`src/rtl/seven_seg_scan_ctrl.sv`:
```
// rtl/seven_seg_scan_ctrl.sv - time-multiplexed scan controller for a shared hex-to-7seg decoder
// Outputs are registered; next-cycle values are computed from next-state counters (lookahead).
module seven_seg_scan_ctrl #(
   parameter int NUM_DIGITS   = 4,
   parameter int TICK_DIV     = 50000,
   parameter int BLANK_CYCLES = 8
) (
   input  logic                    clk,
   input  logic                    rst_n,
   input  logic [4*NUM_DIGITS-1:0] value_in,
   input  logic                    load,
   input  logic                    lz_blank,
   output logic [3:0]              nibble_out,
   output logic [NUM_DIGITS-1:0]   digit_en,
   output logic                    update_pending,
   output logic                    frame_start
);

   localparam int SW = (TICK_DIV > 1) ? $clog2(TICK_DIV) : 1;
   localparam int IW = $clog2(NUM_DIGITS);
   localparam logic [SW-1:0] SLOT_LAST = SW'(TICK_DIV - 1);
   localparam logic [SW-1:0] SLOT_SHOW = SW'(BLANK_CYCLES);
   localparam logic [IW-1:0] IDX_LAST  = IW'(NUM_DIGITS - 1);

   typedef enum logic {PH_BLANK, PH_SHOW} phase_e;

   logic [SW-1:0]             slot_cnt_q, slot_cnt_d;
   logic [IW-1:0]             idx_q, idx_d;
   logic [4*NUM_DIGITS-1:0]   shadow_q, shadow_d;
   logic [4*NUM_DIGITS-1:0]   disp_q, disp_d;
   logic                      pending_q, pending_d;
   logic                      lz_slot_q, lz_slot_d;
   logic [3:0]                nibble_q, nibble_d;
   logic [NUM_DIGITS-1:0]     digit_en_q, digit_en_d;
   logic                      frame_start_q, frame_start_d;

   phase_e                    phase_d;
   logic                      slot_last;
   logic                      commit;
   logic                      zero_above;
   logic [NUM_DIGITS-1:0]     lead_zero;

   always_ff @(posedge clk or negedge rst_n) begin
      if (!rst_n) begin
         slot_cnt_q    <= '0;
         idx_q         <= '0;
         shadow_q      <= '0;
         disp_q        <= '0;
         pending_q     <= 1'b0;
         lz_slot_q     <= 1'b0;
         nibble_q      <= '0;
         digit_en_q    <= '0;
         frame_start_q <= 1'b0;
      end else begin
         slot_cnt_q    <= slot_cnt_d;
         idx_q         <= idx_d;
         shadow_q      <= shadow_d;
         disp_q        <= disp_d;
         pending_q     <= pending_d;
         lz_slot_q     <= lz_slot_d;
         nibble_q      <= nibble_d;
         digit_en_q    <= digit_en_d;
         frame_start_q <= frame_start_d;
      end
   end

   always_comb begin
      slot_last  = (slot_cnt_q == SLOT_LAST);
      slot_cnt_d = slot_last ? '0 : slot_cnt_q + SW'(1);
      idx_d      = idx_q;
      if (slot_last) begin
         idx_d = (idx_q == IDX_LAST) ? '0 : idx_q + IW'(1);
      end

      // Commit uses the pre-load shadow, so a load on the commit edge waits a frame.
      commit    = pending_q && slot_last && (idx_q == IDX_LAST);
      disp_d    = commit ? shadow_q : disp_q;
      shadow_d  = load ? value_in : shadow_q;
      pending_d = load ? 1'b1 : (commit ? 1'b0 : pending_q);

      phase_d   = (slot_cnt_d < SLOT_SHOW) ? PH_BLANK : PH_SHOW;
      lz_slot_d = (slot_cnt_d == SLOT_SHOW) ? lz_blank : lz_slot_q;

      zero_above = 1'b1;
      lead_zero  = '0;
      for (int i = NUM_DIGITS - 1; i >= 0; i--) begin
         zero_above   = zero_above && (disp_d[4*i +: 4] == 4'h0);
         lead_zero[i] = zero_above;
      end

      nibble_d   = '0;
      digit_en_d = '0;
      for (int i = 0; i < NUM_DIGITS; i++) begin
         if (IW'(i) == idx_d) begin
            nibble_d = disp_d[4*i +: 4];
            if (phase_d == PH_SHOW && !(lz_slot_d && lead_zero[i] && i != 0)) begin
               digit_en_d[i] = 1'b1;
            end
         end
      end

      // Reset value 0 covers the no-pulse-on-cycle-0 rule.
      frame_start_d = (slot_cnt_d == '0) && (idx_d == '0);
   end

   assign nibble_out     = nibble_q;
   assign digit_en       = digit_en_q;
   assign update_pending = pending_q;
   assign frame_start    = frame_start_q;

endmodule
```
`config.mk`:
```
export PLATFORM = sky130hd
export DESIGN_NAME = seven_seg_scan_ctrl
export DESIGN_NICKNAME = d
export VERILOG_FILES = /design/src/rtl/seven_seg_scan_ctrl.sv
export SDC_FILE = /design/constraint.sdc
export NUM_CORES = 1
export LEC_CHECK = 0
export BUFFER_PORTS_ARGS = -buffer_cell sky130_fd_sc_hd__buf_2
export CAP_MARGIN = 20
export CORE_UTILIZATION = 59
export DETAILED_ROUTE_END_ITERATION = 12
export GPL_ROUTABILITY_DRIVEN = 0
export GPL_TIMING_DRIVEN = 0
export PLACE_DENSITY = 0.86
export SLEW_MARGIN = 20
export SYNTH_ARGS = -nofsm -noshare
export SYNTH_HDL_FRONTEND = slang
export SYNTH_SLANG_ARGS = --single-unit
```
`constraint.sdc`:
```
create_clock -name clk -period 7.6 [get_ports clk]
set_input_delay 0.76 -clock clk [delete_from_list [all_inputs] [get_ports clk]]
set_output_delay 0.76 -clock clk [all_outputs]
set_load 0.05 [all_outputs]
```
; ---- Yosys cells after proc, flatten, opt, wreduce, memory -nomap -nowiden
; Index checks and enable logic that the tools add are counted.
[totals]
register_bits = 61
output_inout_bits = 10
wordCells = 57
[classes]
addsub = 2
n_lt_le_gt_ge = 1
n_eq_ne = 6
muxes = 19
reduce_logical = 20
[op_table]
columns = cell, n
row1 = 2-to-1 mux 16 bit, 2
row2 = adder 16 x 1 -> 16 bit (second input constant), 1
row3 = equality test 16 bit (second input constant), 1
row4 = equality test 16 x 4 -> 1 bit (second input constant), 1
row5 = zero test 16 bit, 1
row6 = < comparator 16 x 4 -> 1 bit (second input constant), 1
row7 = 2-to-1 mux 4 bit, 4
row8 = zero test 4 bit, 3
row9 = logical AND 1 bit, 11
row10 = 2-to-1 mux 1 bit, 11
row11 = equality test 2 bit (first input constant), 2
row12 = 2-to-1 mux 2 bit, 2
row13 = zero test 1 bit, 3
row14 = adder 2 x 1 -> 2 bit (second input constant), 1
row15 = equality test 1 x 2 -> 1 bit (first input constant), 1
row16 = equality test 2 bit (second input constant), 1
row17 = zero test 2 bit, 1
row18 = nonzero test 2 bit, 1

; ---- Logic depth before layout (Yosys ltp)
[depth]
depth_word = 12
mapped_depth = 9

; ---- Worst setup path before layout
; No wires, ideal clock.
[synth_timing]
path_type = flip-flop to flip-flop
startpoint = register slot_cnt_q[11]
endpoint = register nibble_q[0] (netlist: nibble_out[0])
setup_time_ns = 0.129
arrival_time_ns = 2.455
required_ns = 7.471
path_slack_ns = 5.016
path_stages_with_launch = 9
n_path_buf = 1
cell_sequence = dfrtp_1 > buf_6 > or4_4 > nor4_4 > mux2i_1 > clkinv_1 > or2_2 > o211ai_1 > o31ai_1
[synth_via]
word_cells_on_any_way = 13
[synth_rtl]
columns = item, line_no
row1 = from (decl), 27  ; logic [SW-1:0] slot_cnt_q, slot_cnt_d;
row2 = from (signal assigned), 55  ; slot_cnt_q <= slot_cnt_d;
row3 = equality test 16 bit (*), 68  ; slot_last = (slot_cnt_q == SLOT_LAST);
row4 = 2-to-1 mux 2 bit (*), 71  ; if (slot_last) begin
row5 = via idx_d[1], 28  ; logic [IW-1:0] idx_q, idx_d;
row6 = zero test 2 bit, 94  ; if (IW'(i) == idx_d) begin
row7 = 2-to-1 mux 4 bit (3 in a row), 94
row8 = 2-to-1 mux 4 bit (*), 94
row9 = via nibble_d[0], 33  ; logic [3:0] nibble_q, nibble_d;
row10 = to (signal assigned), 61  ; nibble_q <= nibble_d;
row11 = to (decl), 33
; Mark *: on every way through the listed nets, which the timed path passes. The rest lies on a longest branch.
; A chain may end at the register's enable or synchronous reset.

; ---- Worst setup path after layout
[layout_timing]
startpoint = register slot_cnt_q[11]
endpoint = register nibble_q[3] (netlist: nibble_out[3])
; The elaborated chain is that of the path after synthesis.

==> metrics.cfg <==
[route]
drtPass1Iterations=4
viasPerCell=6.15
totalWireLength_um=5640
dr_total_vias=1998
dr.first_iter.drc_count=174
post_detailed_route_drc_marker_count=0
postRouteAntennaNets=0
drt-wirelength-per-cell_um=17.4

[sta]
worst_pin_slew_ns=0.732
timing.fmax_mhz=331
timing.setup.tns_ns=0
timing.final.crit_period_ns=3.02
timing.final.max_slew_violations=0
post-route-period-util_pct=39.7
hold_violations=0
fin_clk_skew_ns=0.0107
post-route-worst-setup-slack_ns=4.58
rsz0062_at_grt=no
setup_viol_count_final=0
worst_hold_slack_ns=0.479
slew-limit-headroom_pct=51.2

[clock_tree]
post_cts_resized=0
tritoncts=yes
clk_pin_slew_worst_paths_ns=0.07
clk_latency_ns=0.34
root_buffer=sky130_fd_sc_hd__clkbuf_8
post_cts.repair.setup_buffers=0
cts.sink_count=61
cts_max_path_buffers=2
tritoncts.num_buffers=9
clock_tree.htree_level_count=3
cts_hold_buf=0

[synthesis]
yosys-top-cells-area=sky130_fd_sc_hd__dfrtp_1 (55%), sky130_fd_sc_hd__mux2_2 (13%), sky130_fd_sc_hd__nor2_1 (3.1%)
ys_types=40
synth_largest_area_cell=sky130_fd_sc_hd__dfrtp_1
ys.warnings.count=0
syn-cell-area_um2=2770
synth.top_cell.area_share_pct=55.2
synth-seq-cells=61
synth_fp_nets=251
number_of_synthesized_flops_with_an_enable_pin=0
async_reset_ff_share_pct=100
proportion_of_synthesized_chip_area_in_sequential_cells_pct=55.2
synthesized_instance_count=229
synthesis.area_per_instance_um2=12.1
yosys_most_used_dff=sky130_fd_sc_hd__dfrtp_1

[setup_path]
crit-reg2reg-capture=nibble_out[3]
worst-endpoint-arrival_ns=3.24
reg2regPathDepth=8
end_kind=register
crit_family=simple AND/OR/NAND/NOR gates
critPathLaunchType=register
crit_path_top_delay_cell=sky130_fd_sc_hd__or4_4
r2r_setup_slack_ns=4.58
critical_path_peak_fanout=10
critical-path-max-stage-delay_ns=0.54
timing.critical_path.buf_inv=2
worstPathRequired_ns=7.82
r2r-start=slot_cnt_q[11]
crit_chain=buf_6, or4_4, nor4_4, mux2i_1, clkinv_1, or2_2, o211ai_1, o31ai_1
critPathKind=reg2reg

[placed_design]
post-place-cells=309
detailed_place_hpwl_um=3680
place_worst_setup_slack_ns=4.67
io_buffer_count=28
post_dp_cell_area_um2=2970

[power]
power.share.clock_pct=50.4
vdd.ir_drop.worst_mv=0.147
leakage_nw=1.53
sw_frac_of_total_pct=19.5
intPower_mw=0.590
netSwitchingPower_mw=0.143
seq_power_share_pct=46.4
combPwrFrac_pct=3.2
power_per_cell_area_nw_per_um2=227

[grt]
wire_length_of_the_first_global_routing_pass_um=9380
gr_ovfl_total=0
first_global_vias=2019
grt_max_degree=62
groute.usage.overall_pct=25.4
grt_antenna_before_repair=0

[floorplanning]
num_io_pins=30
starting_density_pct=62.2
die_x_um=70.5
fp.coreArea_um2=4440
die-height_um=70.5
floorplan.die_area_um2=4960
std_cell_rows=24

[layout]
n_antenna_cell=0
drive_gt1_share_pct=31.5
number_of_inserted_filler_cells_in_the_final_layout=302
total_area_of_multi_input_combinational_cells_um2=1170
ff_latch_area_um2=1530
fin_area_um2=3230
flow.area_growth_from_synthesis_pct=16.9
finish.cell_count_without_fillers=325
num-nets-final=290

[run]
drv_cap=0

[run_status]
status=finished clean

[worst_hold_path]
min_path_type=in2async

## metrics by stage
stage | power, mW | utilization [%]
floorplan | 0.355 | -
global placement | 0.368 | 66.8
detailed placement | 0.370 | 66.9
CTS | 0.736 | 72.7
global route | 0.753 | 72.7
finish | 0.733 | 72.7
## final cells by class
type | count | share of cell area (%)
flip-flops and latches | 61 | 47.2
clock inverters | 3 | 2.79
clock buffers | 13 | 5.23
inverters | 3 | 0.348
well taps | 52 | 2.01
multi-input cells | 156 | 36.4
repair buffers | 28 | 4.41
plain buffers | 9 | 1.63
## flip-flops by register name (all words and copies together), names as in the netlist
signal and count:
shadow_q 16, lz_slot_q 1, frame_start 1, disp_q 16, nibble_out 4, update_pending 1, slot_cnt_q 16, digit_en 4
idx_q 2
## cell usage after synthesis, types with 3 or more instances
| cell type | count |
|---|---|
| sky130_fd_sc_hd__mux2_2 | 31 |
| sky130_fd_sc_hd__nor2_1 | 23 |
| sky130_fd_sc_hd__clkbuf_1 | 4 |
| sky130_fd_sc_hd__nand4_1 | 6 |
| sky130_fd_sc_hd__nand3_1 | 13 |
| sky130_fd_sc_hd__or4_1 | 3 |
| sky130_fd_sc_hd__or3_1 | 3 |
| sky130_fd_sc_hd__nor4_1 | 7 |
| sky130_fd_sc_hd__o211ai_1 | 6 |
| sky130_fd_sc_hd__nand2_1 | 8 |
| sky130_fd_sc_hd__xnor2_1 | 8 |
| sky130_fd_sc_hd__buf_2 | 3 |
| sky130_fd_sc_hd__o31ai_1 | 6 |
| sky130_fd_sc_hd__dfrtp_1 | 61 |
| sky130_fd_sc_hd__a2111oi_0 | 3 |
| sky130_fd_sc_hd__xor2_1 | 8 |
## power by group through the flow
stage | Combinational (mW) | Clock, mW | Sequential, mW
global route | 0.0267 | 0.385 | 0.341
finish | 0.0236 | 0.370 | 0.340
floorplan | 0.0116 | 0 | 0.343
CTS | 0.0245 | 0.372 | 0.340
detailed placement | 0.0243 | 0 | 0.346
global placement | 0.0231 | 0 | 0.345
## kinds of logic after synthesis
kind of cell	count (synthesis)	share of synthesized area, %
flip-flops	61	55.2
AND/OR/NAND/NOR	80	15.9
AO/OA/AOI/OAI	23	6.20
adder cells (fa/ha/maj)	2	0.905
buffers and inverters	12	2.31
XOR/XNOR	16	5.07
multiplexers	35	14.4
## layer usage
metal,global-route usage (%),part of all wire [%]
met5,0,0
met4,13.2,2.1
met1,32.2,44
met2,39.6,48
met3,7.65,6.1
## cells in the final DEF, fill, tap and decap left out, types with 3 or more instances in the layout
master,count
sky130_fd_sc_hd__nand4_1,6
sky130_fd_sc_hd__xnor2_1,8
sky130_fd_sc_hd__o31ai_1,6
sky130_fd_sc_hd__xor2_1,8
sky130_fd_sc_hd__clkbuf_8,12
sky130_fd_sc_hd__buf_2,30
sky130_fd_sc_hd__bufinv_16,3
sky130_fd_sc_hd__or4_1,3
sky130_fd_sc_hd__nand2_1,8
sky130_fd_sc_hd__nor2_1,23
sky130_fd_sc_hd__nand3_1,13
sky130_fd_sc_hd__dfrtp_1,61
sky130_fd_sc_hd__clkbuf_1,5
sky130_fd_sc_hd__nor4_1,7
sky130_fd_sc_hd__mux2_2,31
sky130_fd_sc_hd__o211ai_1,6
sky130_fd_sc_hd__a2111oi_0,3
sky130_fd_sc_hd__or3_1,3
## worst reg2reg max path: stages (launching register included)
cell	delay, ns
sky130_fd_sc_hd__dfrtp_1	0.38
sky130_fd_sc_hd__buf_6	0.14
sky130_fd_sc_hd__or4_4	0.54
sky130_fd_sc_hd__nor4_4	0.52
sky130_fd_sc_hd__mux2i_1	0.39
sky130_fd_sc_hd__clkinv_1	0.34
sky130_fd_sc_hd__or2_2	0.39
sky130_fd_sc_hd__o211ai_1	0.10
sky130_fd_sc_hd__o31ai_1	0.10
## worst max-delay path by stage
stage	start	to	slack, ns	cells past startpoint
finish	slot_cnt_q[11]	nibble_out[3]	4.58	8
global route	slot_cnt_q[0]	digit_en[2]	4.30	8
CTS	slot_cnt_q[11]	nibble_out[3]	4.58	8
detailed placement	slot_cnt_q[11]	nibble_out[3]	4.67	8
global placement	slot_cnt_q[11]	nibble_out[3]	4.76	8
floorplan	slot_cnt_q[11]	nibble_out[0]	5.02	8
Note: power is estimated with default switching activity, not from simulation.
